## config.mk

```make
export PLATFORM = sky130hd
export DESIGN_NAME = fg_burst_scheduler_flat
export DESIGN_NICKNAME = d
export VERILOG_FILES = /design/src/rtl/fg_pkg.sv /design/src/rtl/fg_burst_scheduler_if.sv /design/src/rtl/fg_rr_arbiter.sv /design/src/rtl/fg_burst_scheduler.sv /design/src/flat_wrapper.sv
export SDC_FILE = /design/constraint.sdc
export NUM_CORES = 1
export LEC_CHECK = 0
export ABC_AREA = 0
export BUFFER_PORTS_ARGS = -buffer_cell sky130_fd_sc_hd__buf_4
export CAP_MARGIN = 20
export CELL_PAD_IN_SITES_DETAIL_PLACEMENT = 1
export CELL_PAD_IN_SITES_GLOBAL_PLACEMENT = 2
export CORE_AREA = 2 2 248 250
export DETAILED_ROUTE_END_ITERATION = 6
export DIE_AREA = 0 0 250 252
export PLACE_DENSITY_LB_ADDON = 0.1
export SETUP_SLACK_MARGIN = 0.2
export SLEW_MARGIN = 20
export SYNTH_ARGS = -nofsm -noshare
export SYNTH_HDL_FRONTEND = slang
export SYNTH_SLANG_ARGS = --single-unit
```

## constraint.sdc

```tcl
create_clock -name clk -period 2.6 [get_ports clk]
set_clock_uncertainty 0.05 [all_clocks]
set_input_delay 0.13 -clock clk [delete_from_list [all_inputs] [get_ports clk]]
set_output_delay 0.13 -clock clk [all_outputs]
set_load 0.01 [all_outputs]
```

## src/rtl/fg_pkg.sv

```systemverilog
// Shared types and default widths for the flow generator blocks.
package fg_pkg;

    localparam int FG_DEST_WIDTH      = 8;
    localparam int FG_BURST_LEN_WIDTH = 32;
    localparam int FG_PERIOD_WIDTH    = 32;

    typedef enum logic [0:0] {
        ST_IDLE   = 1'b0,
        ST_OUTPUT = 1'b1
    } fg_state_e;

    // Flow entry at the default widths; parameterised users build their own.
    typedef struct packed {
        logic                          en;
        logic [FG_DEST_WIDTH-1:0]      dest;
        logic [FG_BURST_LEN_WIDTH-1:0] burst_len;
        logic [FG_PERIOD_WIDTH-1:0]    period;
    } fg_flow_cfg_t;

endpackage

```

## src/rtl/fg_burst_scheduler_if.sv

```systemverilog
// Burst descriptor stream (valid/ready, dest, burst length, flow index).
interface fg_burst_scheduler_if
    import fg_pkg::*;
#(
    parameter int DEST_WIDTH       = FG_DEST_WIDTH,
    parameter int FLOW_INDEX_WIDTH = 2
);
    logic                          output_bd_valid;
    logic                          output_bd_ready;
    logic [DEST_WIDTH-1:0]         output_bd_dest;
    logic [FG_BURST_LEN_WIDTH-1:0] output_bd_burst_len;
    logic [FLOW_INDEX_WIDTH-1:0]   output_bd_flow;

    modport master (
        output output_bd_valid,
        output output_bd_dest,
        output output_bd_burst_len,
        output output_bd_flow,
        input  output_bd_ready
    );

    modport slave (
        input  output_bd_valid,
        input  output_bd_dest,
        input  output_bd_burst_len,
        input  output_bd_flow,
        output output_bd_ready
    );
endinterface

```

## src/rtl/fg_rr_arbiter.sv

```systemverilog
// Combinational round-robin pick: first set request at or after ptr, with wrap.
module fg_rr_arbiter #(
    parameter int REQ_COUNT = 4,
    parameter int IDX_WIDTH = $clog2(REQ_COUNT)
) (
    input  logic [REQ_COUNT-1:0] req,
    input  logic [IDX_WIDTH-1:0] ptr,
    output logic [IDX_WIDTH-1:0] gnt,
    output logic                 gnt_valid
);
    logic [IDX_WIDTH-1:0] idx;

    // REQ_COUNT is a power of two, so the index wraps by truncation.
    always_comb begin
        gnt       = '0;
        gnt_valid = 1'b0;
        idx       = '0;
        for (int i = 0; i < REQ_COUNT; i++) begin
            idx = ptr + IDX_WIDTH'(i);
            if (!gnt_valid && req[idx]) begin
                gnt       = idx;
                gnt_valid = 1'b1;
            end
        end
    end
endmodule

```

## src/rtl/fg_burst_scheduler.sv

```systemverilog
// Periodic multi-flow burst descriptor scheduler with round-robin output arbitration.
// Optional counters: define FG_BURST_SCHEDULER_STATS_EN.
module fg_burst_scheduler
    import fg_pkg::*;
#(
    parameter int FLOW_COUNT       = 4,
    parameter int FLOW_INDEX_WIDTH = $clog2(FLOW_COUNT),
    parameter int DEST_WIDTH       = FG_DEST_WIDTH,
    parameter int PERIOD_WIDTH     = FG_PERIOD_WIDTH
) (
    input  logic                          clk,
    input  logic                          rst_n,
    input  logic                          enable,
    input  logic                          cfg_wr_en,
    input  logic [FLOW_INDEX_WIDTH-1:0]   cfg_index,
    input  logic                          cfg_flow_en,
    input  logic [DEST_WIDTH-1:0]         cfg_dest,
    input  logic [FG_BURST_LEN_WIDTH-1:0] cfg_burst_len,
    input  logic [PERIOD_WIDTH-1:0]       cfg_period,
    fg_burst_scheduler_if.master          bd,
    output logic                          busy
`ifdef FG_BURST_SCHEDULER_STATS_EN
    ,
    output logic [31:0]                   status_issued_count,
    output logic [31:0]                   status_missed_count
`endif
);
    typedef struct packed {
        logic                          en;
        logic [DEST_WIDTH-1:0]         dest;
        logic [FG_BURST_LEN_WIDTH-1:0] burst_len;
        logic [PERIOD_WIDTH-1:0]       period;
    } flow_cfg_t;

    flow_cfg_t                     cfg_q   [FLOW_COUNT];
    flow_cfg_t                     cfg_d   [FLOW_COUNT];
    logic [PERIOD_WIDTH-1:0]       timer_q [FLOW_COUNT];
    logic [PERIOD_WIDTH-1:0]       timer_d [FLOW_COUNT];
    logic [FLOW_COUNT-1:0]         pending_q, pending_d;
    logic [FLOW_COUNT-1:0]         fire, missed;
    logic [FLOW_INDEX_WIDTH-1:0]   rr_ptr_q, rr_ptr_d;
    logic [FLOW_INDEX_WIDTH-1:0]   gnt;
    logic                          gnt_valid;
    fg_state_e                     state_q, state_d;
    logic                          valid_q, valid_d;
    logic [DEST_WIDTH-1:0]         dest_q, dest_d;
    logic [FG_BURST_LEN_WIDTH-1:0] len_q, len_d;
    logic [FLOW_INDEX_WIDTH-1:0]   flow_q, flow_d;
    logic                          accept;

    fg_rr_arbiter #(
        .REQ_COUNT (FLOW_COUNT),
        .IDX_WIDTH (FLOW_INDEX_WIDTH)
    ) u_arb (
        .req       (pending_q),
        .ptr       (rr_ptr_q),
        .gnt       (gnt),
        .gnt_valid (gnt_valid)
    );

    assign accept = valid_q && bd.output_bd_ready;

    always_comb begin
        cfg_d     = cfg_q;
        timer_d   = timer_q;
        pending_d = pending_q;
        fire      = '0;
        missed    = '0;
        state_d   = state_q;
        rr_ptr_d  = rr_ptr_q;
        valid_d   = valid_q;
        dest_d    = dest_q;
        len_d     = len_q;
        flow_d    = flow_q;

        for (int f = 0; f < FLOW_COUNT; f++) begin
            fire[f] = enable && cfg_q[f].en && (timer_q[f] == '0);
            if (enable && cfg_q[f].en) begin
                timer_d[f] = fire[f] ? cfg_q[f].period : timer_q[f] - PERIOD_WIDTH'(1);
            end
        end

        case (state_q)
            ST_IDLE: begin
                if (enable && gnt_valid) begin
                    dest_d         = cfg_q[gnt].dest;
                    len_d          = cfg_q[gnt].burst_len;
                    flow_d         = gnt;
                    pending_d[gnt] = 1'b0;
                    valid_d        = 1'b1;
                    state_d        = ST_OUTPUT;
                end
            end
            ST_OUTPUT: begin
                if (accept) begin
                    valid_d  = 1'b0;
                    rr_ptr_d = flow_q + FLOW_INDEX_WIDTH'(1);
                    state_d  = ST_IDLE;
                end
            end
            default: state_d = ST_IDLE;
        endcase

        // Priority: grant clear < timer fire < config disable.
        for (int f = 0; f < FLOW_COUNT; f++) begin
            if (fire[f]) begin
                missed[f]    = pending_q[f];
                pending_d[f] = 1'b1;
            end
        end

        if (cfg_wr_en) begin
            if (cfg_flow_en && !cfg_q[cfg_index].en) begin
                timer_d[cfg_index] = '0;
            end
            if (!cfg_flow_en) begin
                timer_d[cfg_index]   = timer_q[cfg_index];
                pending_d[cfg_index] = 1'b0;
                missed[cfg_index]    = 1'b0;
            end
            cfg_d[cfg_index] = '{en: cfg_flow_en, dest: cfg_dest,
                                 burst_len: cfg_burst_len, period: cfg_period};
        end
    end

    always_ff @(posedge clk or negedge rst_n) begin
        if (!rst_n) begin
            state_q   <= ST_IDLE;
            rr_ptr_q  <= '0;
            pending_q <= '0;
            valid_q   <= 1'b0;
            dest_q    <= '0;
            len_q     <= '0;
            flow_q    <= '0;
            for (int f = 0; f < FLOW_COUNT; f++) begin
                cfg_q[f]   <= '0;
                timer_q[f] <= '0;
            end
        end else begin
            state_q   <= state_d;
            rr_ptr_q  <= rr_ptr_d;
            pending_q <= pending_d;
            valid_q   <= valid_d;
            dest_q    <= dest_d;
            len_q     <= len_d;
            flow_q    <= flow_d;
            cfg_q     <= cfg_d;
            timer_q   <= timer_d;
        end
    end

    assign bd.output_bd_valid     = valid_q;
    assign bd.output_bd_dest      = dest_q;
    assign bd.output_bd_burst_len = len_q;
    assign bd.output_bd_flow      = flow_q;
    assign busy                   = valid_q || (|pending_q);

`ifdef FG_BURST_SCHEDULER_STATS_EN
    logic [31:0] issued_q, issued_d;
    logic [31:0] missed_cnt_q, missed_cnt_d;

    always_comb begin
        issued_d     = issued_q;
        missed_cnt_d = missed_cnt_q;
        if (accept) begin
            issued_d = issued_q + 32'd1;
        end
        if (|missed) begin
            missed_cnt_d = missed_cnt_q + 32'd1;
        end
    end

    always_ff @(posedge clk or negedge rst_n) begin
        if (!rst_n) begin
            issued_q     <= '0;
            missed_cnt_q <= '0;
        end else begin
            issued_q     <= issued_d;
            missed_cnt_q <= missed_cnt_d;
        end
    end

    assign status_issued_count = issued_q;
    assign status_missed_count = missed_cnt_q;
`endif
endmodule

```

## src/flat_wrapper.sv

```systemverilog
// flat-port wrapper written by rule: the top's interface ports become plain ports
module fg_burst_scheduler_flat import fg_pkg::*;
#(
    parameter int FLOW_COUNT       = 4,
    parameter int FLOW_INDEX_WIDTH = $clog2(FLOW_COUNT),
    parameter int DEST_WIDTH       = FG_DEST_WIDTH,
    parameter int PERIOD_WIDTH     = FG_PERIOD_WIDTH
)
  (clk, rst_n, enable, cfg_wr_en, cfg_index, cfg_flow_en, cfg_dest, cfg_burst_len, cfg_period, busy, bd_output_bd_valid, bd_output_bd_dest, bd_output_bd_burst_len, bd_output_bd_flow, bd_output_bd_ready);
  fg_burst_scheduler_if #(.DEST_WIDTH(DEST_WIDTH), .FLOW_INDEX_WIDTH(FLOW_INDEX_WIDTH)) bd_i ();
  input  logic clk;
  input  logic rst_n;
  input  logic enable;
  input  logic cfg_wr_en;
  input  logic [FLOW_INDEX_WIDTH-1:0] cfg_index;
  input  logic cfg_flow_en;
  input  logic [DEST_WIDTH-1:0] cfg_dest;
  input  logic [FG_BURST_LEN_WIDTH-1:0] cfg_burst_len;
  input  logic [PERIOD_WIDTH-1:0] cfg_period;
  output logic busy;
  output wire logic [$bits(bd_i.output_bd_valid)-1:0] bd_output_bd_valid;
  output wire logic [$bits(bd_i.output_bd_dest)-1:0] bd_output_bd_dest;
  output wire logic [$bits(bd_i.output_bd_burst_len)-1:0] bd_output_bd_burst_len;
  output wire logic [$bits(bd_i.output_bd_flow)-1:0] bd_output_bd_flow;
  input wire logic [$bits(bd_i.output_bd_ready)-1:0] bd_output_bd_ready;
  assign bd_output_bd_valid = bd_i.output_bd_valid;
  assign bd_output_bd_dest = bd_i.output_bd_dest;
  assign bd_output_bd_burst_len = bd_i.output_bd_burst_len;
  assign bd_output_bd_flow = bd_i.output_bd_flow;
  assign bd_i.output_bd_ready = bd_output_bd_ready;
  fg_burst_scheduler #(.FLOW_COUNT(FLOW_COUNT), .FLOW_INDEX_WIDTH(FLOW_INDEX_WIDTH), .DEST_WIDTH(DEST_WIDTH), .PERIOD_WIDTH(PERIOD_WIDTH)) u_core (.clk(clk), .rst_n(rst_n), .enable(enable), .cfg_wr_en(cfg_wr_en), .cfg_index(cfg_index), .cfg_flow_en(cfg_flow_en), .cfg_dest(cfg_dest), .cfg_burst_len(cfg_burst_len), .cfg_period(cfg_period), .bd(bd_i), .busy(busy));
endmodule
```

Yosys cells after proc, flatten, opt, wreduce, memory -nomap -nowiden
Index checks and enable logic that the tools add are counted.

Flip-flop bits (word level): 470. Latch bits: 0. Memory bits (writable): 0. ROM bits: 0. Bits of input ports: 80. Output and inout port bits: 44. Word-level logic and storage cells: 148. Memories: 0.

Add/sub/neg operators: 8. Multiply operators: 0. Div/mod/pow operators: 0. Order comparisons: 11. Equality and inequality tests: 2. Shifts and indexed selects: 0. Mux-type cells: 61. Bitwise gates (word level): 9. Reductions and logical operators: 30.

Operators with widths (number): $mux W128 (4); $mux W32 (11); $bmux W73 S2 (2); $bwmux W292 (1); $mux W73 (3); $demux W73 S2 (1); $mux W72 (2); $and A128 B128 Y128 (1); $bwmux W128 (1); $logic_not A32 Y1 (4); $not A128 Y128 (1); $sub A32 B1 Y32 const B (4); $bmux W32 S2 (1); $demux W32 S2 (1); $lt A2 B3 Y1 const B (6); $mux W1 (18); $logic_and A1 B1 Y1 (17); $mux W4 (4); $and A4 B4 Y4 (2); $bmux W1 S2 (4); $mux W2 (4); $not A4 Y4 (2); $ge A3 B3 Y1 const B (2); $not A2 Y3 (2); 13 further kinds (23).

Depth between registers and ports, before layout
Gate-level depths: netlist of the first run.

Word-level depth: 24. Gate-level depth with buffers: 10. Gate-level depth less buffers: 8.

Hierarchy
From an unflattened synthesis of the first run, not the netlist that was laid out.

Cell total of the unflattened synthesis: 1946. Area total of the unflattened synthesis: 22142.5 um^2.

Modules (own cells, without submodules): fg_burst_scheduler (instances 1, cells an instance 1931, area each 22064.9 um^2, seq. area each 11761.3 um^2); fg_rr_arbiter (instances 1, cells an instance 15, area each 77.6 um^2, seq. area each 0.0 um^2).

Least setup slack after synthesis of the first run
Ideal clock, no wire load.

Kind: register to register. Start: register u_core.timer_q[0] (netlist bit). End: register u_core.timer_q[29] (netlist bit). Setup time: 119 ps. Arrival time: 2597 ps. Required time: 2431 ps. Setup slack: -166 ps. Stages on the path, launching flop included: 11. Buffers on the path: 2. Period minus slack after synthesis: 2766 ps. Path through: dfrtp_1 -> inv_1 -> ha_1 -> or4b_1 -> or4_1 -> buf_2 -> or3_1 -> buf_2 -> o221ai_2 -> o21ba_1 -> o21a_1.

RTL lines: start: declaration (RTL line fg_burst_scheduler.sv:37) `logic [PERIOD_WIDTH-1:0] timer_q [FLOW_COUNT];`; start signal: assignment (RTL line fg_burst_scheduler.sv:148) `timer_q <= timer_d;`.

==> results.md, run 1 <==
- Status: complete, but fails checks
- Failing checks: negative setup slack
- Max-Cap Viols: 0
- Setup WS post-layout: -75.0 ps
- Endpoints failing hold: 0
- Final period demand of the worst path: 2680 ps
- Die X: 250 um
- Most frequent cells in the layout: 469 x dfrtp_1, 331 x mux2_2, 316 x buf_4
- CP Data Arrival Time: 3110 ps
- Die area: 63000 sq um
- P per Cell Area: 793 nW/um^2
- Period utilisation layout: 103%
- Die Ht: 252 um
- Gr usage total: 23.7%
- Remaining DRCs: 0
- Max Freq: 0.374 GHz
- Seq/Total Area, Yosys: 53.0%
- Synthesized area: 22200 sq um
- Area Growth Syn to Fin: 34.5%
- Setup violators final: 17
- Initial Utilization: 36.9%
- Number of enable flip-flop cells after synthesis: 0
- Ys flop type: dfrtp_1
- Max_slew headroom: 27.8%
- Routed length per instance: 23.7 um
- Worst Hold Path Cells: 3
- Cts bufs inserted: 54
- Cell taking the most area after synthesis: dfrtp_1
- Post-layout util: 49.6%
- Total number of vias: 18000
- Clock root buffer: clkbuf_16
- Ys Warns: 0
- Max incr delay on CP: 460 ps
- TritonCTS clock tree: yes
- Filler cells: 6289
- R2R Path End: u_core.timer_q[30]
- CP Launch Type: flip-flop
- Critical path class: flip-flop to flip-flop
- Antenna-violating nets left: 0
- #FFs+latches synth: 470
- WP data required: 3030 ps
- Reg clk slew, reported paths: 60 ps
- Total power draw: 23700 uW
- Layout Nets: 2462
- Area contributors post-synth: dfrtp_1 53%, mux2_2 17%, o21ai_0 3.8%
- Detailed Place HPWL: 48.1 mm
- Sequential Area: 11800 sq um
- VDD IR-drop max: 0.510 mV
- Clk Latency, worst-skew pair: 620 ps
- CP Launch Point: u_core.timer_q[1]
- GRT Residual Overflow: 0
- CP Capture Point: u_core.timer_q[30]
- Vias in the first global route: 19200
- Fraction of registers with async set/reset: 100%
- Reg-to-Reg Start: u_core.timer_q[1]
- Top cell type's share of synthesized area: 53.0%
- Slew Viols, Final: 0
- Synth Net Count: 2058
- Cell-by-cell trace of the critical path: inv_1, ha_2, or4b_4, or4_4, buf_12, nor3_4, buf_12, buf_6, a21oi_1, a21oi_1, mux2i_1
- Pleak: 0.0125 uW
- Setup TNS: -616 ps
- Routed WL: 75.9 mm
- Area of the multi-input gates: 11000 sq um
- Element type at the critical path end: flip-flop
- Total clock sinks: 470
- GPL Wtd Cong: 0.830
- Largest fanout on the critical path: 10
- Syn_area_per_cell: 11.2 sq um
- H-tree levels: 2
- Worst-margin pin slew: 1080 ps
- I/O pin count: 124
- Yosys cell types: 75
- Slowest cell on crit path: or4b_4
- Unrepaired setup endpoints after global routing: yes
- Core Rows: 90
- Initial drt markers: 925
- Port buffer count: 123
- FF-to-FF setup slack: -80 ps
- DRT Pass-1 Iters: 5
- Largest net degree at the start of global routing: 112
- Commonest non-fill, non-tap cell in the layout: dfrtp_1
- Reg2reg path depth: 11
- Clk buf depth: 3
- Gate Count Post-Synth: 1974
- Hold WC Path Type: input port to flip-flop
- Initial antenna violation count: 9
- Via density per instance: 5.62
- Layout cells sized above 1: 40.7%
- Core Area: 60100 sq um
- Global-route wire length before repair: 116 mm
[power by group]
group	internal, uW	switching, uW
sequential	8790	1190
combinational	3190	3080
clock	4280	3150
[final cells by class]
class / count / area share (%)
timing repair buffer: 465 / 14.5
antenna: 1 / 0.00839
tap: 782 / 3.28
clock inverter: 13 / 0.436
clock buffer: 83 / 5.30
multi-input combinational: 1371 / 36.9
sequential: 470 / 39.4
inverter: 16 / 0.201
[routing by layer]
| metal | track usage [%] | part of all wire, % |
|---|---|---|
| met1 | 31.3 | 45 |
| met3 | 3.76 | 4.0 |
| met2 | 39.8 | 48 |
| met5 | 0 | 0.037 |
| met4 | 7.58 | 3.1 |
[state kept, by name, summed over array words and instances (netlist names)]
name / flops
u_core.cfg_q: 292
u_core.bd.output_bd_valid: 1
u_core.rr_ptr_q: 2
u_core.bd.output_bd_burst_len: 32
u_core.state_q: 1
u_core.timer_q: 128
u_core.bd.output_bd_flow: 2
u_core.pending_q: 4
u_core.bd.output_bd_dest: 8
[how the worst min path moves through the flow]
stage	end	startpoint	slack, ps
floorplan	u_core.bd.output_bd_burst_len[0]	rst_n	-220
global placement	u_core.timer_q[24]	rst_n	10
detailed placement	u_core.timer_q[24]	rst_n	10
CTS	u_core.state_q	enable	30
global route	u_core.state_q	enable	50
finish	u_core.state_q	enable	70
[cells in the mapped netlist (11+ instances only)]
cell type and count:
nand2_1 101, or3_1 19, nor4_1 39, buf_2 20, or4_1 24, o41ai_1 12
o21ai_0 169, inv_1 16, o31ai_1 20, a21oi_1 107, nand4_1 11, mux2_2 331
clkbuf_1 90, dfrtp_1 470, a221o_1 45, o22ai_1 13, nand3_1 30, nor2_1 156
nor3_1 69, mux2i_1 50
[cells by family (layout without fill, tap and decap cells)]
group / Yosys count / after routing / share of synthesized area [%]
flops: 470 / 470 / 53.0
fa+ha+maj: 4 / 4 / 0.226
compound gates: 462 / 462 / 13.3
xor+xnor: 2 / 2 / 0.0790
mux: 381 / 381 / 19.1
buf+inv: 133 / 577 / 2.36
other cells: 0 / 1 / 0
simple gates: 522 / 522 / 12.0
[per-stage QoR]
stage / instances / area, sq um / setup slack [ps] / hold slack (ps)
after floorplan: 1974 / 22400 / -122 / -216
after global placement: 2955 / 25500 / -48.7 / 9.75
after detailed placement: 2955 / 25500 / -87.0 / 12.0
after CTS: 3152 / 28500 / -43.5 / 30.2
after global routing: 3201 / 29800 / -149 / 45.8
final: 3201 / 29800 / -75.0 / 67.5
[worst max-delay path, delay by kind of cell, from the launching register on]
family | cells | cell delay (ps)
flops | 1 | 380
fa+ha+maj | 1 | 170
mux | 1 | 100
buf+inv | 4 | 530
simple gates | 3 | 1070
compound gates | 2 | 250
[timing repair]
item,CTS,global route
buffers inserted,19,39
pin swaps,23,78
resized for setup,83,204
hold endpoints to repair,765,0
setup endpoints to repair,68,148
cloned,3,9
hold buffers,79,0
Power figures use the tool's default switching activity.
==> inputs of run 2 (changes only) <==
- MAX_ROUTING_LAYER: not set -> met4
==> results.md, run 2 (synthesis gave the netlist of run 1 again) <==
- Setup WS post-layout: -53.4 ps (was -75.0 ps)
- H-tree levels: 2 (unchanged)
- CP Launch Type: flip-flop (unchanged)
- CP Data Arrival Time: 3090 ps (was 3110 ps)
- Largest net degree at the start of global routing: 112 (unchanged)
- VDD IR-drop max: 0.510 mV (about the same)
- Layout Nets: 2459 (was 2462)
- Design Area, Final: 29800 sq um (about the same)
- Remaining DRCs: 0 (unchanged)
- Via density per instance: 5.63 (was 5.62)
- Die area: 63000 sq um (unchanged)
- Min Hold Slack: 63.2 ps (was 67.5 ps)
- Max incr delay on CP: 460 ps (about the same)
- Port buffer count: 123 (unchanged)
- R2R Path End: u_core.timer_q[15] (was u_core.timer_q[30])
- Global-route wire length before repair: 116 mm (about the same)
- Most frequent cells in the layout: 469 x dfrtp_1, 331 x mux2_2, 311 x buf_4 (was 469 x dfrtp_1, 331 x mux2_2, 316 x buf_4)
- Failing checks: negative setup slack (unchanged)
- Period utilisation layout: 102% (was 103%)
- Post-placement cell area: 25500 sq um (unchanged)
- Area Growth Syn to Fin: 34.4% (was 34.5%)
- Hold WC Path Type: input port to flip-flop (unchanged)
- Initial Utilization: 36.9% (unchanged)
- I/O pin count: 124 (unchanged)
- WP data required: 3040 ps (was 3030 ps)
- Max Freq: 0.377 GHz (was 0.374 GHz)
- Routed length per instance: 23.7 um (about the same)
- Initial drt markers: 954 (was 925)
- WHS Endpoint: u_core.state_q (unchanged)
- FF-to-FF setup slack: -50 ps (was -80 ps)
- Status: complete, but fails checks (unchanged)
- Gr usage total: 24.4% (was 23.7%)
- Max-Cap Viols: 0 (unchanged)
- Worst-margin pin slew: 1060 ps (was 1080 ps)
- Core Area: 60100 sq um (unchanged)
- Total clock sinks: 470 (unchanged)
- Clk Latency, worst-skew pair: 620 ps (about the same)
- Die Ht: 252 um (unchanged)
- Antenna-violating nets left: 0 (unchanged)
- Vias in the first global route: 19200 (about the same)
- Max reg flops: 292 (unchanged)
- Critical path class: flip-flop to flip-flop (unchanged)
- Slew Viols, Final: 0 (unchanged)
- Setup violators final: 13 (was 17)
- Max_slew headroom: 28.6% (was 27.8%)
- Largest Register: u_core.cfg_q (unchanged)
- TritonCTS clock tree: yes (unchanged)
- Reg clk slew, reported paths: 60 ps (about the same)
- Pleak: 0.0125 uW (about the same)
- Die X: 250 um (unchanged)
- Detailed Place HPWL: 48.1 mm (unchanged)
- Core Rows: 90 (unchanged)
- Clk buf depth: 3 (unchanged)
- Element type at the critical path end: flip-flop (unchanged)
- Final period demand of the worst path: 2650 ps (was 2680 ps)
- Endpoints failing hold: 0 (unchanged)
- Cts bufs inserted: 54 (unchanged)
- Routed WL: 75.9 mm (about the same)
- Worst Hold Path Cells: 3 (unchanged)
- Cell-by-cell trace of the critical path: inv_1, ha_2, or4b_4, or4_4, buf_12, nor3_4, buf_12, buf_12, clkbuf_16, nor4_1, a21oi_1, o21ai_1 (was inv_1, ha_2, or4b_4, or4_4, buf_12, nor3_4, buf_12, buf_6, a21oi_1, a21oi_1, mux2i_1)
- Largest fanout on the critical path: 6 (was 10)
- GPL Wtd Cong: 0.843 (was 0.830)
- Reg2reg path depth: 12 (was 11)
- Unrepaired setup endpoints after global routing: yes (unchanged)
- Clock root buffer: clkbuf_16 (unchanged)
- Reg-to-Reg Start: u_core.timer_q[1] (unchanged)
- Layout cells sized above 1: 40.6% (was 40.7%)
- DRT Pass-1 Iters: 5 (unchanged)
- Commonest non-fill, non-tap cell in the layout: dfrtp_1 (unchanged)
- Most used cell, CP: buf_12
- GRT Residual Overflow: 0 (unchanged)
- Slowest cell on crit path: or4b_4 (unchanged)
- Total number of vias: 18000 (about the same)
- Hold path start: enable (unchanged)
- Initial antenna violation count: 9 (unchanged)
- P per Cell Area: 794 nW/um^2 (was 793 nW/um^2)
## run 2: changes by cell type in the layout (fill, tap and decap cells not counted), sizes merged
cell / change
buf: -3
diode: +2
## run 2: how the worst max path moves through the flow
stage | startpoint | end | slack (ps) | cells past startpoint
after floorplan | u_core.timer_q[0] | u_core.timer_q[29] | -120 | 10
after global placement | u_core.timer_q[22] | u_core.timer_q[9] | -50 | 7
after detailed placement | u_core.timer_q[23] | u_core.timer_q[9] | -90 | 7
after CTS | u_core.timer_q[1] | u_core.timer_q[15] | -40 | 11
after global routing | u_core.timer_q[1] | u_core.timer_q[3] | -150 | 12
final | u_core.timer_q[1] | u_core.timer_q[15] | -50 | 12
## run 2: repair_timing
item,in CTS,in global routing
pin swaps,23,81
hold buffers,79,0
endpoints found under the setup margin,68,148
hold endpoints to repair,765,0
resized for setup,83,209
buffers inserted,19,36
gates cloned,3,9
## run 2: layout make-up
type | instances | area (sq um)
fillers | 6281 | 30300
flip-flops and latches | 470 | 11800
multi-input cells | 1371 | 11000
repair buffers | 462 | 4310
clock buffers | 83 | 1580
well taps | 782 | 978
clock inverters | 13 | 130
inverters | 16 | 60.1
diodes | 3 | 7.51
## run 2: worst max-delay path, delay by kind of cell, from the launching register on
kind            cells  cell delay, ps
simple gates        4            1110
buf+inv             5             630
flops               1             380
compound gates      2             200
fa+ha+maj           1             170
## run 2: per-layer routing
metal / vias to the layer above / GRT usage [%] / share of wire [%]
met4: 0 / 7.58 / 2.9
li1: 8184 / - / -
met1: 9433 / 31.4 / 44
met2: 302 / 39.9 / 49
met5: - / - / 0
met3: 111 / 3.73 / 4.0
## run 2: per-stage QoR
| stage | total power (uW) | utilization [%] | setup WS [ps] | instances | setup TNS [ps] |
|---|---|---|---|---|---|
| floorplan | 13000 | - | -122 | 1974 | -336 |
| global placement | 15400 | 42.3 | -48.7 | 2955 | -166 |
| detailed placement | 15600 | 42.3 | -87.0 | 2955 | -675 |
| CTS | 23400 | 47.4 | -43.5 | 3152 | -248 |
| global route | 25000 | 49.6 | -149 | 3200 | -2440 |
| finish | 23700 | 49.6 | -53.4 | 3200 | -334 |
## run 2: report_power, final
group          switching (uW)  internal [uW]  leakage [uW]
Combinational            3070           3190       0.00591
Clock                    3160           4280      0.000827
Sequential               1190           8790       0.00578
Total                    7430          16200        0.0125
==> inputs of run 3 (changes only) <==
- CORE_AREA: 2 2 248 250 -> 2 2 245 247
- DIE_AREA: 0 0 250 252 -> 0 0 247 249
- REMOVE_ABC_BUFFERS: not set -> 1
- SYNTH_HIERARCHICAL: not set -> 1
==> results.md, run 3 <==
- Max Freq: 0.414 GHz (was 0.377 GHz)
- CP Launch Point: u_core/timer_q[41] (was u_core.timer_q[1])
- Area contributors post-synth: dfrtp_1 53%, mux2_2 15%, mux4_2 4.1% (was dfrtp_1 53%, mux2_2 17%, o21ai_0 3.8%)
- Seq/Total Area, Yosys: 53.1% (was 53.0%)
- H-tree levels: 2 (unchanged)
- Via density per instance: 5.61 (was 5.63)
- Routed WL: 72.7 mm (was 75.9 mm)
- CP top delay family: simple AND/OR/NAND/NOR gates (unchanged)
- Remaining DRCs: 0 (unchanged)
- Reg2reg path depth: 7 (was 12)
- Vias in the first global route: 19000 (was 19200)
- Yosys cell types: 83 (was 75)
- Most numerous cell in the Yosys netlist: dfrtp_1 (unchanged)
- Slowest cell on crit path: or4_4 (was or4b_4)
- Worst-margin pin slew: 1020 ps (was 1060 ps)
- DRT Pass-1 Iters: 5 (unchanged)
- Max incr delay on CP: 600 ps (was 460 ps)
- Endpoints failing hold: 1 (was 0)
- Syn_area_per_cell: 11.4 sq um (was 11.2 sq um)
- Port buffer count: 123 (unchanged)
- Clk buf depth: 3 (unchanged)
- Most used cell, CP: or3_4 (was buf_12)
- Filler cells: 6139 (was 6281)
- P per Cell Area: 837 nW/um^2 (was 794 nW/um^2)
- Period utilisation layout: 92.8% (was 102%)
- Fraction of registers with async set/reset: 100% (unchanged)
- GPL Wtd Cong: 0.883 (was 0.843)
- CP Data Arrival Time: 2900 ps (was 3090 ps)
- Worst Path Buf+Inv: 1 (was 5)
- Setup violators final: 0 (was 13)
- Final period demand of the worst path: 2410 ps (was 2650 ps)
- Critical path class: flip-flop to flip-flop (unchanged)
- Clk Latency, worst-skew pair: 630 ps (was 620 ps)
- Initial Utilization: 37.7% (was 36.9%)
- Most frequent cells in the layout: 467 x dfrtp_1, 295 x mux2_2, 283 x buf_4 (was 469 x dfrtp_1, 331 x mux2_2, 311 x buf_4)
- Cell taking the most area after synthesis: dfrtp_1 (unchanged)
- Largest net degree at the start of global routing: 100 (was 112)
- Die X: 247 um (was 250 um)
- Area of the multi-input gates: 10200 sq um (was 11000 sq um)
- Slew Viols, Final: 0 (unchanged)
- Die Ht: 249 um (was 252 um)
- TritonCTS clock tree: yes (unchanged)
- GRT Residual Overflow: 0 (unchanged)
- Failing checks: negative hold slack (was negative setup slack)
- Detailed Place HPWL: 48.4 mm (was 48.1 mm)
- #FFs+latches synth: 470 (unchanged)
- Ys Warns: 6 (was 0)
- Initial drt markers: 917 (was 954)
- Gr usage total: 24.5% (was 24.4%)
- Sequential Area: 11800 sq um (about the same)
- Pleak: 0.0122 uW (was 0.0125 uW)
- Layout cells sized above 1: 35.3% (was 40.6%)
- Max-Cap Viols: 0 (unchanged)
- Cts bufs inserted: 54 (unchanged)
- Reg-to-Reg Start: u_core/timer_q[41] (was u_core.timer_q[1])
- Ys flop type: dfrtp_1 (unchanged)
- Total clock sinks: 470 (unchanged)
- Element type at the critical path end: flip-flop (unchanged)
- CP Launch Type: flip-flop (unchanged)
- Core Rows: 89 (was 90)
- Synth top cells by count: 470 x dfrtp_1, 295 x mux2_2, 233 x nand2_1 (was 470 x dfrtp_1, 331 x mux2_2, 169 x o21ai_0)
- Synthesized area: 22100 sq um (was 22200 sq um)
- Max reg flops: 292 (unchanged)
- CP Depth: 7 (was 12)
- I/O pin count: 124 (unchanged)
- Core Area: 58700 sq um (was 60100 sq um)
- Initial antenna violation count: 6 (was 9)
- Setup TNS: 0 ps (was -334 ps)
- Area Growth Syn to Fin: 28.5% (was 34.4%)
- Min Hold Slack: -0.0132 ps (was 63.2 ps)
- Hold WC Path Type: input port to asynchronous set/reset pin (was input port to flip-flop)
- Clock root buffer: clkbuf_16 (unchanged)
- Total number of vias: 17400 (was 18000)
- Layout Nets: 2361 (was 2459)
- Gate Count Post-Synth: 1946 (was 1974)
- Status: complete, but fails checks (unchanged)
- Number of enable flip-flop cells after synthesis: 0 (unchanged)
- Unrepaired setup endpoints after global routing: yes (unchanged)
- Max_slew headroom: 31.4% (was 28.6%)
- Antenna-violating nets left: 0 (unchanged)
- Largest Register: u_core/cfg_q (was u_core.cfg_q)
- Commonest non-fill, non-tap cell in the layout: dfrtp_1 (unchanged)
- Cell-by-cell trace of the critical path: or3_4, or3_4, or4_4, nor2b_4, buf_12, a22oi_2, o21ai_1 (was inv_1, ha_2, or4b_4, or4_4, buf_12, nor3_4, buf_12, buf_12, clkbuf_16, nor4_1, a21oi_1, o21ai_1)
- Die area: 61500 sq um (was 63000 sq um)
- Largest fanout on the critical path: 7 (was 6)
- Reg clk slew, reported paths: 60 ps (about the same)
- VDD IR-drop max: 0.579 mV (was 0.510 mV)
- Routed length per instance: 23.5 um (was 23.7 um)
- Top cell type's share of synthesized area: 53.1% (was 53.0%)
- WP data required: 3080 ps (was 3040 ps)
- Global-route wire length before repair: 113 mm (was 116 mm)
run 3: cell types whose count changed after synthesis, sizes merged, moves of 20 or more:
cell,change
a221o,-38
mux2,-36
mux2i,-37
mux4,+40
nand2,+132
nor2,-69
o21ai,-20
run 3: layout make-up:
cell class	instances	share of cell area (%)
well taps	773	3.40
multi-input cells	1343	36.0
clock buffers	73	5.39
flip-flops and latches	470	41.4
diodes	5	0.0440
clock inverters	29	1.85
repair buffers	384	11.7
inverters	24	0.317
run 3: per-layer routing:
layer | wire length (um) | vias to the layer above | part of all wire [%] | global-route usage, %
li1 | - | 7875 | - | -
met1 | 32300 | 9100 | 44 | 31.6
met2 | 35600 | 313 | 49 | 39.8
met3 | 2730 | 100 | 3.7 | 3.52
met4 | 2100 | 0 | 2.9 | 7.56
met5 | 0 | - | 0 | -
run 3: repair_timing:
item | 4_1_cts | 5_1_grt
hold buffers | 78 | 0
pin swaps | 4 | 14
gates cloned | 0 | 2
gates resized for setup | 12 | 63
buffers inserted | 5 | 23
endpoints found under the setup margin | 54 | 130
hold endpoints to repair | 638 | 0
run 3: logic make-up (layout without fill, tap and decap cells):
| family | count (synthesis) | after routing | synth area share (%) |
|---|---|---|---|
| AO/OA/AOI/OAI | 410 | 410 | 11.5 |
| XOR/XNOR | 4 | 4 | 0.158 |
| adder cells (fa/ha/maj) | 4 | 4 | 0.226 |
| buffers and inverters | 133 | 510 | 2.42 |
| flip-flops | 470 | 470 | 53.1 |
| multiplexers | 348 | 348 | 19.7 |
| other | 0 | 5 | 0 |
| AND/OR/NAND/NOR | 577 | 577 | 12.9 |
run 3: worst reg2reg max path, stage by stage (launching register included):
cell and delay [ps]:
dfrtp_2 430, or3_4 430, or3_4 380, or4_4 600
nor2b_4 170, buf_12 140, a22oi_2 50, o21ai_1 90
run 3: final timing paths:
| check | slack (ps) | endpoint |
|---|---|---|
| worst min register to register | 430 | u_core/bd.output_bd_burst_len[7] |
| worst max-delay path | 190 | u_core/timer_q[35] |
| max in group asynchronous | 1590 | u_core/bd.output_bd_burst_len[9] |
| worst min-delay path | -0.01 | u_core/timer_q[56] |
| worst max register to register | 190 | u_core/timer_q[35] |
| min in group clk | 70 | u_core/bd.output_bd_flow[1] |
run 3: power by group:
part	internal, uW	switching (uW)
clock	5450	3270
combinational	2580	2610
sequential	8740	1160
run 3: metrics by stage:
step / utilization [%] / worst slack [ps] / total power (uW) / cell area [sq um] / cells
after global placement: 42.6 / 124 / 14600 / 25000 / 2886
final: 48.5 / 187 / 23800 / 28400 / 3101
after global routing: 48.5 / 113 / 25100 / 28400 / 3101
after CTS: 47.6 / 136 / 23800 / 27900 / 3071
after floorplan: - / -4760 / 12500 / 21700 / 1837
after detailed placement: 42.6 / 54.3 / 14800 / 25000 / 2886
